==> src/rtl/ac_ph_frame_arbiter_pkg.sv <==
// Shared types and helpers for the AC_PH frame arbiter.
// Latency: n/a (declarations only).
// Backpressure: n/a.
package ac_ph_arb_pkg;

  typedef enum logic [1:0] {
    IDLE     = 2'd0,
    STREAM   = 2'd1,
    WAIT_RES = 2'd2
  } state_t;

  // Width of the core's phase/magnitude results.
  localparam int RES_W = 32;

  // Largest requester count the round-robin helper handles.
  localparam int MAX_REQ = 16;

  // First set bit of vec scanning upward from last+1, wrapping at n.
  // Returns last unchanged when vec has no bit set below n.
  function automatic logic [3:0] rr_pick(input logic [MAX_REQ-1:0] vec,
                                         input logic [3:0] last,
                                         input int n);
    logic [3:0] pick;
    logic       found;
    logic [3:0] idx;
    pick  = last;
    found = 1'b0;
    for (int i = 1; i <= MAX_REQ; i++) begin
      idx = 4'((int'(last) + i) % n);
      if (i <= n && !found && vec[idx]) begin
        pick  = idx;
        found = 1'b1;
      end
    end
    return pick;
  endfunction

endpackage

==> src/rtl/ac_ph_frame_arbiter_if.sv <==
// Requester, core and result signals of the AC_PH frame arbiter.
// Latency: n/a (wiring only).
// Backpressure: req_rdy per requester; core side has none.
interface ac_ph_frame_arbiter_if #(
  parameter int NREQ    = 4,
  parameter int X_WIDTH = 16,
  parameter int ID_W    = $clog2(NREQ)
);
  import ac_ph_arb_pkg::*;

  logic [NREQ-1:0]         req_vld;
  logic [NREQ*X_WIDTH-1:0] req_x1;
  logic [NREQ*X_WIDTH-1:0] req_x2;
  logic [NREQ-1:0]         req_rdy;
  logic                    core_i_vld;
  logic [X_WIDTH-1:0]      core_x1;
  logic [X_WIDTH-1:0]      core_x2;
  logic                    core_o_vld;
  logic                    core_finish;
  logic [RES_W-1:0]        core_ph;
  logic [RES_W-1:0]        core_ac;
  logic                    res_vld;
  logic [ID_W-1:0]         res_id;
  logic [RES_W-1:0]        res_ph;
  logic [RES_W-1:0]        res_ac;
  logic                    busy;
  logic                    timeout_err;

  // Arbiter view.
  modport slave (
    input  req_vld, req_x1, req_x2, core_o_vld, core_finish, core_ph, core_ac,
    output req_rdy, core_i_vld, core_x1, core_x2,
    output res_vld, res_id, res_ph, res_ac, busy, timeout_err
  );

  // Environment view (front-ends, core and result consumer).
  modport master (
    output req_vld, req_x1, req_x2, core_o_vld, core_finish, core_ph, core_ac,
    input  req_rdy, core_i_vld, core_x1, core_x2,
    input  res_vld, res_id, res_ph, res_ac, busy, timeout_err
  );

endinterface

==> src/rtl/ac_ph_frame_arbiter_rr.sv <==
// Round-robin pick among requesters, starting after the last served one.
// Latency: pick is combinational; last_grant updates on the clock after upd.
// Backpressure: none; the caller decides when a pick is taken.
module rr_arbiter
  import ac_ph_arb_pkg::*;
#(
  parameter int NREQ = 4,
  parameter int ID_W = $clog2(NREQ)
) (
  input  logic            clk,
  input  logic            rst,
  input  logic [NREQ-1:0] req,
  input  logic            upd,
  input  logic [ID_W-1:0] upd_id,
  output logic [ID_W-1:0] pick,
  output logic            any
);

  logic [ID_W-1:0] last_grant;

  assign pick = ID_W'(rr_pick(MAX_REQ'(req), 4'(last_grant), NREQ));
  assign any  = |req;

  // Remember the requester whose frame just closed; reset favours requester 0.
  always_ff @(posedge clk or posedge rst) begin
    if (rst) begin
      last_grant <= ID_W'(NREQ - 1);
    end else if (upd) begin
      last_grant <= upd_id;
    end
  end

endmodule

==> src/rtl/ac_ph_frame_arbiter.sv <==
// Grants one AC_PH core to a requester per frame and returns its tagged result.
// Latency: sample to core 1 cycle; final result to res_vld 1 cycle.
// Backpressure: only the granted requester sees req_rdy, and only while streaming.
module ac_ph_frame_arbiter
  import ac_ph_arb_pkg::*;
#(
  parameter int NREQ         = 4,
  parameter int X_WIDTH      = 16,
  parameter int FRAME_LENGTH = 5,
  parameter int TIMEOUT      = 1024,
  parameter int ID_W         = $clog2(NREQ)
) (
  input  logic           clk,
  input  logic           rst,
  ac_ph_frame_arbiter_if.slave bus
);

  localparam int CNT_W = $clog2(FRAME_LENGTH + 1);
  localparam int TMO_W = $clog2(TIMEOUT + 1);

  state_t          state, state_nxt;
  logic [ID_W-1:0] grant;
  logic [ID_W-1:0] pick;
  logic            any_req;
  logic [NREQ-1:0] rdy_vec;
  logic            accept;
  logic            final_res;
  logic            tmo_hit;
  logic            frame_end;
  logic [CNT_W-1:0] sample_cnt;
  logic [TMO_W-1:0] tmo_cnt;

  rr_arbiter #(.NREQ(NREQ), .ID_W(ID_W)) u_rr (
    .clk    (clk),
    .rst    (rst),
    .req    (bus.req_vld),
    .upd    (frame_end),
    .upd_id (grant),
    .pick   (pick),
    .any    (any_req)
  );

  assign bus.req_rdy = rdy_vec;
  assign bus.busy    = (state != IDLE);

  // State register.
  always_ff @(posedge clk or posedge rst) begin
    if (rst) state <= IDLE;
    else     state <= state_nxt;
  end

  // Next state, ready, accept and frame-close decode.
  always_comb begin
    state_nxt = state;
    rdy_vec   = '0;
    accept    = 1'b0;
    final_res = 1'b0;
    tmo_hit   = 1'b0;
    case (state)
      IDLE: begin
        if (any_req) state_nxt = STREAM;
      end
      STREAM: begin
        rdy_vec[grant] = 1'b1;
        accept         = bus.req_vld[grant];
        if (accept && sample_cnt == CNT_W'(FRAME_LENGTH - 1)) state_nxt = WAIT_RES;
      end
      WAIT_RES: begin
        // A final result arriving on the timeout cycle takes precedence.
        final_res = bus.core_o_vld && bus.core_finish;
        tmo_hit   = !final_res && (tmo_cnt == TMO_W'(TIMEOUT - 1));
        if (final_res || tmo_hit) state_nxt = IDLE;
      end
      default: state_nxt = IDLE;
    endcase
    frame_end = final_res || tmo_hit;
  end

  // Grant capture, frame sample counter and result-wait timer.
  always_ff @(posedge clk or posedge rst) begin
    if (rst) begin
      grant      <= '0;
      sample_cnt <= '0;
      tmo_cnt    <= '0;
    end else begin
      if (state == IDLE && any_req) grant <= pick;
      if (accept) begin
        sample_cnt <= (sample_cnt == CNT_W'(FRAME_LENGTH - 1)) ? '0 : sample_cnt + 1'b1;
      end
      tmo_cnt <= (state == WAIT_RES) ? tmo_cnt + 1'b1 : '0;
    end
  end

  // Register accepted samples toward the core; data holds between strobes.
  always_ff @(posedge clk or posedge rst) begin
    if (rst) begin
      bus.core_i_vld <= 1'b0;
      bus.core_x1    <= '0;
      bus.core_x2    <= '0;
    end else begin
      bus.core_i_vld <= accept;
      if (accept) begin
        bus.core_x1 <= bus.req_x1[int'(grant)*X_WIDTH +: X_WIDTH];
        bus.core_x2 <= bus.req_x2[int'(grant)*X_WIDTH +: X_WIDTH];
      end
    end
  end

  // Capture the final result tagged with the owner; pulse errors on timeout.
  always_ff @(posedge clk or posedge rst) begin
    if (rst) begin
      bus.res_vld     <= 1'b0;
      bus.res_id      <= '0;
      bus.res_ph      <= '0;
      bus.res_ac      <= '0;
      bus.timeout_err <= 1'b0;
    end else begin
      bus.res_vld     <= final_res;
      bus.timeout_err <= tmo_hit;
      if (final_res) begin
        bus.res_id <= grant;
        bus.res_ph <= bus.core_ph;
        bus.res_ac <= bus.core_ac;
      end
    end
  end

endmodule

==> src/flat_wrapper.sv <==
// flat-port wrapper written by rule: the top's interface ports become plain ports
module ac_ph_frame_arbiter_flat import ac_ph_arb_pkg::*;
#(
  parameter int NREQ         = 4,
  parameter int X_WIDTH      = 16,
  parameter int FRAME_LENGTH = 5,
  parameter int TIMEOUT      = 1024,
  parameter int ID_W         = $clog2(NREQ)
)
  (clk, rst, bus_req_vld, bus_req_x1, bus_req_x2, bus_core_o_vld, bus_core_finish, bus_core_ph, bus_core_ac, bus_req_rdy, bus_core_i_vld, bus_core_x1, bus_core_x2, bus_res_vld, bus_res_id, bus_res_ph, bus_res_ac, bus_busy, bus_timeout_err);
  ac_ph_frame_arbiter_if #(.NREQ(NREQ), .X_WIDTH(X_WIDTH), .ID_W(ID_W)) bus_i ();
  input  logic clk;
  input  logic rst;
  input wire logic [$bits(bus_i.req_vld)-1:0] bus_req_vld;
  input wire logic [$bits(bus_i.req_x1)-1:0] bus_req_x1;
  input wire logic [$bits(bus_i.req_x2)-1:0] bus_req_x2;
  input wire logic [$bits(bus_i.core_o_vld)-1:0] bus_core_o_vld;
  input wire logic [$bits(bus_i.core_finish)-1:0] bus_core_finish;
  input wire logic [$bits(bus_i.core_ph)-1:0] bus_core_ph;
  input wire logic [$bits(bus_i.core_ac)-1:0] bus_core_ac;
  output wire logic [$bits(bus_i.req_rdy)-1:0] bus_req_rdy;
  output wire logic [$bits(bus_i.core_i_vld)-1:0] bus_core_i_vld;
  output wire logic [$bits(bus_i.core_x1)-1:0] bus_core_x1;
  output wire logic [$bits(bus_i.core_x2)-1:0] bus_core_x2;
  output wire logic [$bits(bus_i.res_vld)-1:0] bus_res_vld;
  output wire logic [$bits(bus_i.res_id)-1:0] bus_res_id;
  output wire logic [$bits(bus_i.res_ph)-1:0] bus_res_ph;
  output wire logic [$bits(bus_i.res_ac)-1:0] bus_res_ac;
  output wire logic [$bits(bus_i.busy)-1:0] bus_busy;
  output wire logic [$bits(bus_i.timeout_err)-1:0] bus_timeout_err;
  assign bus_i.req_vld = bus_req_vld;
  assign bus_i.req_x1 = bus_req_x1;
  assign bus_i.req_x2 = bus_req_x2;
  assign bus_i.core_o_vld = bus_core_o_vld;
  assign bus_i.core_finish = bus_core_finish;
  assign bus_i.core_ph = bus_core_ph;
  assign bus_i.core_ac = bus_core_ac;
  assign bus_req_rdy = bus_i.req_rdy;
  assign bus_core_i_vld = bus_i.core_i_vld;
  assign bus_core_x1 = bus_i.core_x1;
  assign bus_core_x2 = bus_i.core_x2;
  assign bus_res_vld = bus_i.res_vld;
  assign bus_res_id = bus_i.res_id;
  assign bus_res_ph = bus_i.res_ph;
  assign bus_res_ac = bus_i.res_ac;
  assign bus_busy = bus_i.busy;
  assign bus_timeout_err = bus_i.timeout_err;
  ac_ph_frame_arbiter #(.NREQ(NREQ), .X_WIDTH(X_WIDTH), .FRAME_LENGTH(FRAME_LENGTH), .TIMEOUT(TIMEOUT), .ID_W(ID_W)) u_core (.clk(clk), .rst(rst), .bus(bus_i));
endmodule
==> config.mk <==
export PLATFORM = sky130hd
export DESIGN_NAME = ac_ph_frame_arbiter_flat
export DESIGN_NICKNAME = d
export VERILOG_FILES = /design/src/rtl/ac_ph_frame_arbiter_pkg.sv /design/src/rtl/ac_ph_frame_arbiter_if.sv /design/src/rtl/ac_ph_frame_arbiter_rr.sv /design/src/rtl/ac_ph_frame_arbiter.sv /design/src/flat_wrapper.sv
export SDC_FILE = /design/constraint.sdc
export NUM_CORES = 1
export LEC_CHECK = 0
export CELL_PAD_IN_SITES_DETAIL_PLACEMENT = 0
export CELL_PAD_IN_SITES_GLOBAL_PLACEMENT = 1
export CORE_UTILIZATION = 33
export CTS_CLUSTER_SIZE = 25
export DETAILED_ROUTE_END_ITERATION = 8
export HOLD_SLACK_MARGIN = 0.05
export MAX_ROUTING_LAYER = met4
export PLACE_DENSITY_LB_ADDON = 0.1
export SLEW_MARGIN = 10
export SYNTH_ARGS = -nofsm -noshare
export SYNTH_HDL_FRONTEND = slang
export SYNTH_HIERARCHICAL = 1
export SYNTH_SLANG_ARGS = --single-unit
==> constraint.sdc <==
create_clock -name clk -period 10.15 [get_ports clk]
set_input_delay 2.03 -clock clk [delete_from_list [all_inputs] [get_ports clk]]
set_output_delay 2.03 -clock clk [all_outputs]
set_load 0.05 [all_outputs]
==> results of run 1 <==
where the power goes:
group          switching [W]  leakage [nW]  internal (W)
Clock               0.000201         0.271      0.000358
Sequential         0.0000948          1.58      0.000643
Combinational       0.000835          2.25      0.000655
critical path: stages, from the launching register on:
cell             delay [ns]
dfrtp_2                0.48
buf_4                  0.52
and3_1                 0.25
clkdlybuf4s50_1        0.80
stage by stage:
| step | utilization [%] | cells |
|---|---|---|
| 6_report | 56.3 | 903 |
| 5_1_grt | 56.3 | 903 |
| 4_1_cts | 56.3 | 903 |
| 3_5_place_dp | 53.0 | 873 |
| 3_3_place_gp | 53.0 | 873 |
| 2_1_floorplan | - | 364 |
cell families (layout without fill, tap and decap cells):
group / after synthesis / after routing / share of synthesized area (%)
simple gates: 46 / 46 / 4.51
flops: 121 / 121 / 52.5
mux: 137 / 137 / 35.1
xor+xnor: 3 / 3 / 0.456
compound gates: 24 / 24 / 2.43
buf+inv: 30 / 349 / 4.30
fa+ha+maj: 3 / 3 / 0.651
path summary, 6_finish.rpt:
| check | start | endpoint | slack, ns | depth (start not counted) |
|---|---|---|---|---|
| worst max register to register | u_core/state[1] | u_core/bus.res_ac[5] | 7.95 | 5 |
| max in group asynchronous | rst | u_core/bus.core_x2[4] | 6.74 | 3 |
| worst max-delay path | u_core/grant[0] | bus_req_rdy[3] | 5.65 | 3 |
| min in group asynchronous | rst | u_core/u_rr/last_grant[1] | 2.03 | 2 |
| worst min register to register | u_core/tmo_cnt[0] | u_core/tmo_cnt[0] | 0.48 | 1 |
| worst min-delay path | u_core/tmo_cnt[0] | u_core/tmo_cnt[0] | 0.48 | 1 |
cell type report:
| class | instances | area, um2 | share of cell area, % |
|---|---|---|---|
| clock buffer | 23 | 488 | 5.15 |
| clock inverter | 7 | 68.8 | 0.726 |
| inverter | 10 | 40.0 | 0.422 |
| multi-input combinational | 213 | 2490 | 26.3 |
| sequential | 121 | 3030 | 32.0 |
| tap | 220 | 275 | 2.90 |
| timing repair buffer | 309 | 3080 | 32.5 |
placed cells by master, fill, tap and decap left out, drive strengths merged, types with 2 or more instances in the layout:
cell,n
mux4,33
buf,4
clkinvlp,2
clkinv,4
xnor2,2
nor2,10
and2,3
clkdlybuf4s50,305
nand2,9
dfstp,2
inv,10
o31ai,3
clkbuf,23
or3,3
nand2b,2
or4,4
ha,3
dfrtp,119
a21oi,10
a31oi,3
nand4,3
mux2,103
nand3,4
o21ai,5
registers in the layout, indices dropped and copies added, names as in the netlist:
name,cells
u_core/tmo_cnt,11
u_core/state,2
u_core/bus.core_x2,16
u_core/grant,2
u_core/u_rr/last_grant,2
u_core/bus.timeout_err,1
u_core/bus.res_vld,1
u_core/bus.res_ph,32
u_core/sample_cnt,3
u_core/bus.core_x1,16
u_core/bus.core_i_vld,1
u_core/bus.res_id,2
u_core/bus.res_ac,32
synthesized netlist by cell type (all sizes together), types with 4 or more instances:
| cell type | n | area (um2) |
|---|---|---|
| dfrtp | 119 | 2980 |
| mux2 | 103 | 1270 |
| mux4 | 33 | 747 |
| buf | 15 | 171 |
| a21oi | 10 | 50.1 |
| inv | 10 | 37.5 |
| nor2 | 10 | 37.5 |
| nand2 | 9 | 50.1 |
| clkbuf | 5 | 38.8 |
| o21ai | 5 | 25.0 |
| nand3 | 4 | 20.0 |
| or4 | 4 | 30.0 |
per-layer routing:
metal / up-vias / wire [um]
li1: 1971 / -
met1: 2052 / 6370
met2: 183 / 8290
met3: 22 / 1070
met4: 0 / 296
met5: - / 0
==> results.json, run 1 <==
{
  "fin_crit_ns": 4.50,
  "cts.clk_slew.worst_paths_ns": 0.05,
  "cts_hold_buf": 0,
  "syn_inst": 364,
  "critPathLaunchType": "flip-flop",
  "postCtsResizedCells": 0,
  "cts.sinks": 121,
  "drv_slew": 0,
  "drt_iter0_markers": 149,
  "busiest_layer": "met2",
  "row_count": 47,
  "grt_pass1_vias": 4537,
  "met1_usage_pct": 21.7,
  "ir_drop_mv": 0.258,
  "synth_edf_count": 0,
  "p_leak_nw": 4.11,
  "post_cts_buffers": 0,
  "grt.met3_usage_pct": 5.44,
  "core_area_mm2": 0.0168,
  "place_congestion": 0.798,
  "area_growth_syn_to_layout_pct": 64.3,
  "synth-seq-area-share_pct": 52.5,
  "start_util_pct": 34.3,
  "grt_usage_pct": 19.2,
  "placed_cell_area_mm2": 0.00892,
  "wire_per_inst_um": 17.8,
  "antenna_found_initial": 0,
  "min_path_type": "reg2reg",
  "die_h_um": 134,
  "finalCritPeriodShare_pct": 44.3,
  "crit_arrival_ns": 2.47,
  "grt_pass1_wl_um": 25100,
  "setup_violations": 0,
  "relSlewSlack_pct": 42.9,
  "fill_cells": 1372,
  "hold_slack_ns": 0.479,
  "place_ws_ns": 6.03,
  "synth_seq_cells": 121,
  "antenna_left": 0,
  "htreeDepth": 4,
  "fin_skew_ns": 0.00996,
  "cts_buffers": 17,
  "finalSetupTns_ns": 0,
  "met2_usage_pct": 32.6,
  "drv_cap": 0,
  "clock_latency_ns": 0.41,
  "wl_um": 16000,
  "drc": 0,
  "final_layout_size_suffix_gt1_share_pct": 18.7,
  "post-route-worst-setup-slack_ns": 5.65,
  "synth_nets": 567,
  "dieArea_mm2": 0.0180,
  "nets": 875,
  "ys_warn_count": 6,
  "grt_overflow": 0,
  "cts_tree": "done",
  "fin_area_mm2": 0.00948,
  "synth.avg_cell_area_um2": 15.8,
  "status": "finished, final reports clean",
  "crit_type": "reg2out",
  "tightest_slew_ns": 0.856,
  "vias": 4228,
  "antennaDiodeCount": 0,
  "hold_viol_final": 0,
  "fmax_mhz": 222,
  "grt_max_degree": 68,
  "die_x_um": 134,
  "port_buffers": 305,
  "viasPerCell": 4.68,
  "path_max_fanout": 33,
  "cts_buffer_depth": 2,
  "dp_hpwl_um": 12500,
  "crit_path_end_kind": "output port",
  "ys_types": 44,
  "syn-cell-area_mm2": 0.00577,
  "fin_total_pwr_w": 0.00279,
  "cp.required_ns": 8.12,
  "rsz0062_at_grt": "no",
  "cts_root_buffer": "clkbuf_16",
  "p_per_area_mw_per_mm2": 294,
  "io_pins": 306,
  "synthArstFlopShare_pct": 100,
  "drt_first_pass_iters": 4,
  "synth_flop_cell": "dfrtp_1"
}
No activity file was read; power rests on OpenSTA's default activity.
==> inputs of run 2 (changes only) <==
Settings changed: CORE_UTILIZATION 33 to 31.
Clock period 10.15 ns to 4.6 ns, I/O delays scaled along.
==> run 2 against run 1 <==
- critical path type unchanged
- the run now ends with DRC left
- sequential power rose by 120%
- global-route usage fell by 0.67 points
- die area grew 6.4%
- total power rose by 130%
- non-clock buffer count did not move
- cell count up 1.2%
- register-to-register slack worse by 5.5 ns
==> results.json, run 2 (synthesized netlist as in run 1, its figures left out) <==
{
  "hold_viol_final": 0,
  "grt_overflow": 0,
  "viasPerCell": 4.62,
  "drt_iter0_markers": 170,
  "antenna_found_initial": 0,
  "status": "complete, but fails checks",
  "cts.clk_slew.worst_paths_ns": 0.06,
  "die_x_um": 138,
  "p_leak_nw": 4.13,
  "path_max_fanout": 7,
  "drt_first_pass_iters": 6,
  "grt.met3_usage_pct": 5.30,
  "mostFrequentLayoutCell": "clkdlybuf4s50_1",
  "clock_latency_ns": 0.41,
  "fmax_mhz": 308,
  "hold_slack_ns": 0.482,
  "crit_type": "reg2out",
  "ir_drop_mv": 0.476,
  "finalSetupTns_ns": 0,
  "place_congestion": 0.806,
  "grt_usage_pct": 18.5,
  "antenna_left": 0,
  "core_area_mm2": 0.0181,
  "worst-r2r-setup-slack_ns": 2.45,
  "critPathLaunchType": "flip-flop",
  "min_path_type": "reg2reg",
  "fin_skew_ns": 0.0119,
  "reg.largest.list": "u_core/bus.res_ac x32, u_core/bus.res_ph x32",
  "dp_hpwl_um": 12700,
  "die_h_um": 138,
  "post_cts_buffers": 0,
  "crit_arrival_ns": 2.32,
  "relSlewSlack_pct": 49.3,
  "regArea_mm2": 0.00303,
  "row_count": 49,
  "cts_tree": "done",
  "port_buffers": 305,
  "busiest_layer": "met2",
  "crit_path_end_kind": "output port",
  "finalCritPeriodShare_pct": 70.5,
  "failed_checks": "DRC",
  "final_layout_size_suffix_gt1_share_pct": 19.3,
  "drc": 49,
  "met1_usage_pct": 21.0,
  "fill_cells": 1555,
  "nets": 875,
  "cp.required_ns": 3.68,
  "p_per_area_mw_per_mm2": 662,
  "met2_usage_pct": 30.8,
  "drv_slew": 0,
  "io_pins": 306,
  "multi_input_area_mm2": 0.00249,
  "dieArea_mm2": 0.0192,
  "cts_buffer_depth": 2,
  "start_util_pct": 31.9,
  "rsz0062_at_grt": "no",
  "grt_max_degree": 65,
  "final_cell_mix": "305 x clkdlybuf4s50_1, 118 x dfrtp_1, 47 x mux2_1",
  "postCtsResizedCells": 0,
  "cts_buffers": 17,
  "setup_violations": 0,
  "grt_pass1_wl_um": 26000,
  "vias": 4226,
  "wire_per_inst_um": 18.1,
  "wl_um": 16500,
  "htreeDepth": 4,
  "tightest_slew_ns": 0.761,
  "grt_pass1_vias": 4582,
  "fin_crit_ns": 3.24,
  "drv_cap": 0,
  "cts_root_buffer": "clkbuf_16",
  "antennaDiodeCount": 0,
  "area_growth_syn_to_layout_pct": 66.2,
  "cts_hold_buf": 0,
  "cts.sinks": 121
}
[run 2: path summary, 6_finish.rpt]
kind,start,endpoint,cells after the start
hold / removal,u_core/bus.res_ac[12],u_core/bus.res_ac[12],1
setup / recovery,u_core/state[1],bus_req_rdy[0],3
min in group asynchronous,rst,u_core/u_rr/last_grant[1],2
hold reg to reg,u_core/bus.res_ac[12],u_core/bus.res_ac[12],1
max in group asynchronous,rst,u_core/bus.res_ac[7],3
setup reg to reg,u_core/grant[0],u_core/bus.core_x1[1],3
[run 2: power by group]
part           internal (W)  switching [W]
Combinational       0.00145        0.00186
Clock              0.000901       0.000504
Sequential          0.00142       0.000219
Total               0.00377        0.00258
[run 2: final cells by class]
class / count / area share, %
Tap cell: 229 / 2.99
Multi-Input combinational cell: 213 / 26.0
Inverter: 10 / 0.418
Clock buffer: 20 / 4.87
Timing Repair Buffer: 309 / 32.4
Clock inverter: 12 / 1.70
Sequential cell: 121 / 31.6
[run 2: metal layers]
| metal | up-vias | wire length [um] |
|---|---|---|
| li1 | 1980 | - |
| met1 | 2025 | 6540 |
| met2 | 196 | 8290 |
| met3 | 25 | 1360 |
| met4 | 0 | 359 |
| met5 | - | 0 |
[run 2: worst max-delay path: stages, from the launching register on]
cell and delay, ns:
dfrtp_1 0.42, and2b_1 0.41, nor3b_1 0.23, clkdlybuf4s50_1 0.84
[run 2: stage by stage]
step           utilization, %  instances  setup slack, ns  cell area (um2)  power, W
6_report                 53.0        914             1.36             9590   0.00635
3_3_place_gp             49.5        882             1.76             8960   0.00496
3_5_place_dp             49.5        882             1.72             8960   0.00500
4_1_cts                  53.0        914             1.33             9590   0.00643
5_1_grt                  53.0        914             1.22             9590   0.00664
2_1_floorplan               -        364            0.523             5770   0.00398
==> inputs of run 3 (changes only) <==
Settings changed: CORE_UTILIZATION 31 to 28.
Clock period 4.6 ns to 2.8 ns, I/O delays scaled along.
==> run 3 against run 2 <==
- the flow now finishes without violations
- register-to-register slack got worse by 1.7 ns
- setup slack got worse by 0.99 ns
- sequential power is 63% higher
- non-clock buffer count increased by 1
- total power is 66% higher
- sequential share of layout area fell by 0.41 points
- global-route usage decreased by 2.1 points
- worst hold slack improved by 0.00083 ns
- flip-flop and latch count unchanged
- die area up 11%
- critical path depth down 1
- via count is 0.54% higher
==> results.json, run 3 (synthesized netlist as in run 1, its figures left out) <==
{
  "final_layout_size_suffix_gt1_share_pct": 19.9,
  "cts.sinks": 121,
  "rr_endpoint": "u_core/u_rr/last_grant[1]",
  "crit_type": "reg2out",
  "row_count": 52,
  "grt_max_degree": 68,
  "grt_overflow": 0,
  "vias": 4249,
  "p_per_area_mw_per_mm2": 1080,
  "grt_pass1_vias": 4603,
  "cp.required_ns": 2.24,
  "die_h_um": 146,
  "cts_root_buffer": "clkbuf_16",
  "min_path_cells": 1,
  "start_util_pct": 28.5,
  "reg.largest.list": "u_core/bus.res_ac x32, u_core/bus.res_ph x32",
  "place_ws_ns": 0.255,
  "area_growth_syn_to_layout_pct": 68.4,
  "drt_first_pass_iters": 4,
  "p_leak_nw": 4.17,
  "viasPerCell": 4.44,
  "reg2reg_depth": 5,
  "post_cts_buffers": 0,
  "fin_crit_ns": 2.43,
  "final_cell_mix": "301 x clkdlybuf4s50_1, 118 x dfrtp_1, 47 x mux2_1",
  "cts_buffers": 17,
  "clock_latency_ns": 0.40,
  "drv_slew": 0,
  "cts_hold_buf": 0,
  "critPathLaunchType": "flip-flop",
  "tightest_slew_ns": 0.582,
  "antenna_left": 0,
  "dieArea_mm2": 0.0212,
  "cts.clk_slew.worst_paths_ns": 0.06,
  "wl_um": 16400,
  "grt_usage_pct": 16.4,
  "finalSetupTns_ns": 0,
  "mostFrequentLayoutCell": "clkdlybuf4s50_1",
  "hp-start": "u_core/bus.res_ac[13]",
  "cts_tree": "done",
  "hold_viol_final": 0,
  "die_x_um": 146,
  "holdPathEnd": "u_core/bus.res_ac[13]",
  "setup_violations": 0,
  "postCtsResizedCells": 0,
  "dp_hpwl_um": 12600,
  "core_area_mm2": 0.0202,
  "post-route-worst-setup-slack_ns": 0.366,
  "finalCritPeriodShare_pct": 86.9,
  "fin_total_pwr_w": 0.0105,
  "crit_arrival_ns": 1.87,
  "rsz0062_at_grt": "no",
  "fin_skew_ns": 0.00700,
  "worst-r2r-setup-slack_ns": 0.75,
  "drt_iter0_markers": 112,
  "htreeDepth": 4,
  "io_pins": 306,
  "path_max_fanout": 6,
  "relSlewSlack_pct": 61.1,
  "regToRegStartpoint": "u_core/tmo_cnt[0]",
  "wire_per_inst_um": 17.1,
  "min_path_type": "reg2reg",
  "fmax_mhz": 411,
  "fill_cells": 1802,
  "port_buffers": 305,
  "cts_buffer_depth": 2,
  "drv_cap": 0,
  "crit_path_end_kind": "output port",
  "antenna_found_initial": 3,
  "place_congestion": 0.766,
  "grt_pass1_wl_um": 25700,
  "drc": 0,
  "nets": 876,
  "status": "finished, final reports clean",
  "ir_drop_mv": 0.817
}
[run 3: changes by cell type in the layout (fill, tap and decap cells not counted), sizes merged, moves of 2 or more]
cell           delta
buf               +5
clkbuf            -3
clkdlybuf4s50     -4
clkinvlp          -2
clkinv            +4
diode             +3
[run 3: cell type report]
cell class	count	area [um2]	area share (%)
clock inverters	14	198	2.04
diodes	3	7.51	0.0773
repair buffers	310	3180	32.7
well taps	270	338	3.48
clock buffers	17	425	4.38
inverters	10	41.3	0.425
multi-input cells	213	2490	25.6
flip-flops and latches	121	3030	31.2
[run 3: critical path, cell delays in order, from the launching register on]
cell and delay (ns):
dfrtp_1 0.43, or2_2 0.33, clkdlybuf4s50_1 0.72
[run 3: power breakdown]
part | total, W | internal (W) | switching, W
registers | 0.00268 | 0.00233 | 0.000350
clock network | 0.00231 | 0.00149 | 0.000814
logic | 0.00554 | 0.00245 | 0.00309
total | 0.0105 | 0.00627 | 0.00425
[run 3: how the worst max path moves through the flow]
stage / startpoint / to / slack (ns) / depth (start not counted)
after CTS: u_core/state[1] / bus_busy / 0.33 / 2
after global placement: bus_req_vld[3] / u_core/bus.core_x1[13] / 0.32 / 4
after global routing: u_core/state[1] / bus_busy / 0.29 / 2
after floorplan: u_core/state[1] / bus_req_rdy[0] / 0.28 / 2
after detailed placement: bus_req_vld[3] / u_core/bus.core_x1[13] / 0.25 / 4
final: u_core/state[1] / bus_busy / 0.37 / 2
[run 3: layer usage]
layer,global-route usage (%),vias to the layer above,wire [um]
li1,-,1978,-
met3,5.55,10,1130
met2,28.1,185,8450
met5,-,-,0
met4,4.68,0,179
met1,18.2,2076,6630
[run 3: through the flow]
stage          utilization (%)  hold slack [ns]  instance area [um2]  cells
2_1_floorplan                -            0.455                 5770    364
3_3_place_gp              44.9            0.466                 9080    924
3_5_place_dp              44.9            0.474                 9080    924
4_1_cts                   48.0            0.487                 9700    955
5_1_grt                   48.0            0.506                 9710    958
6_report                  48.0            0.483                 9710    958
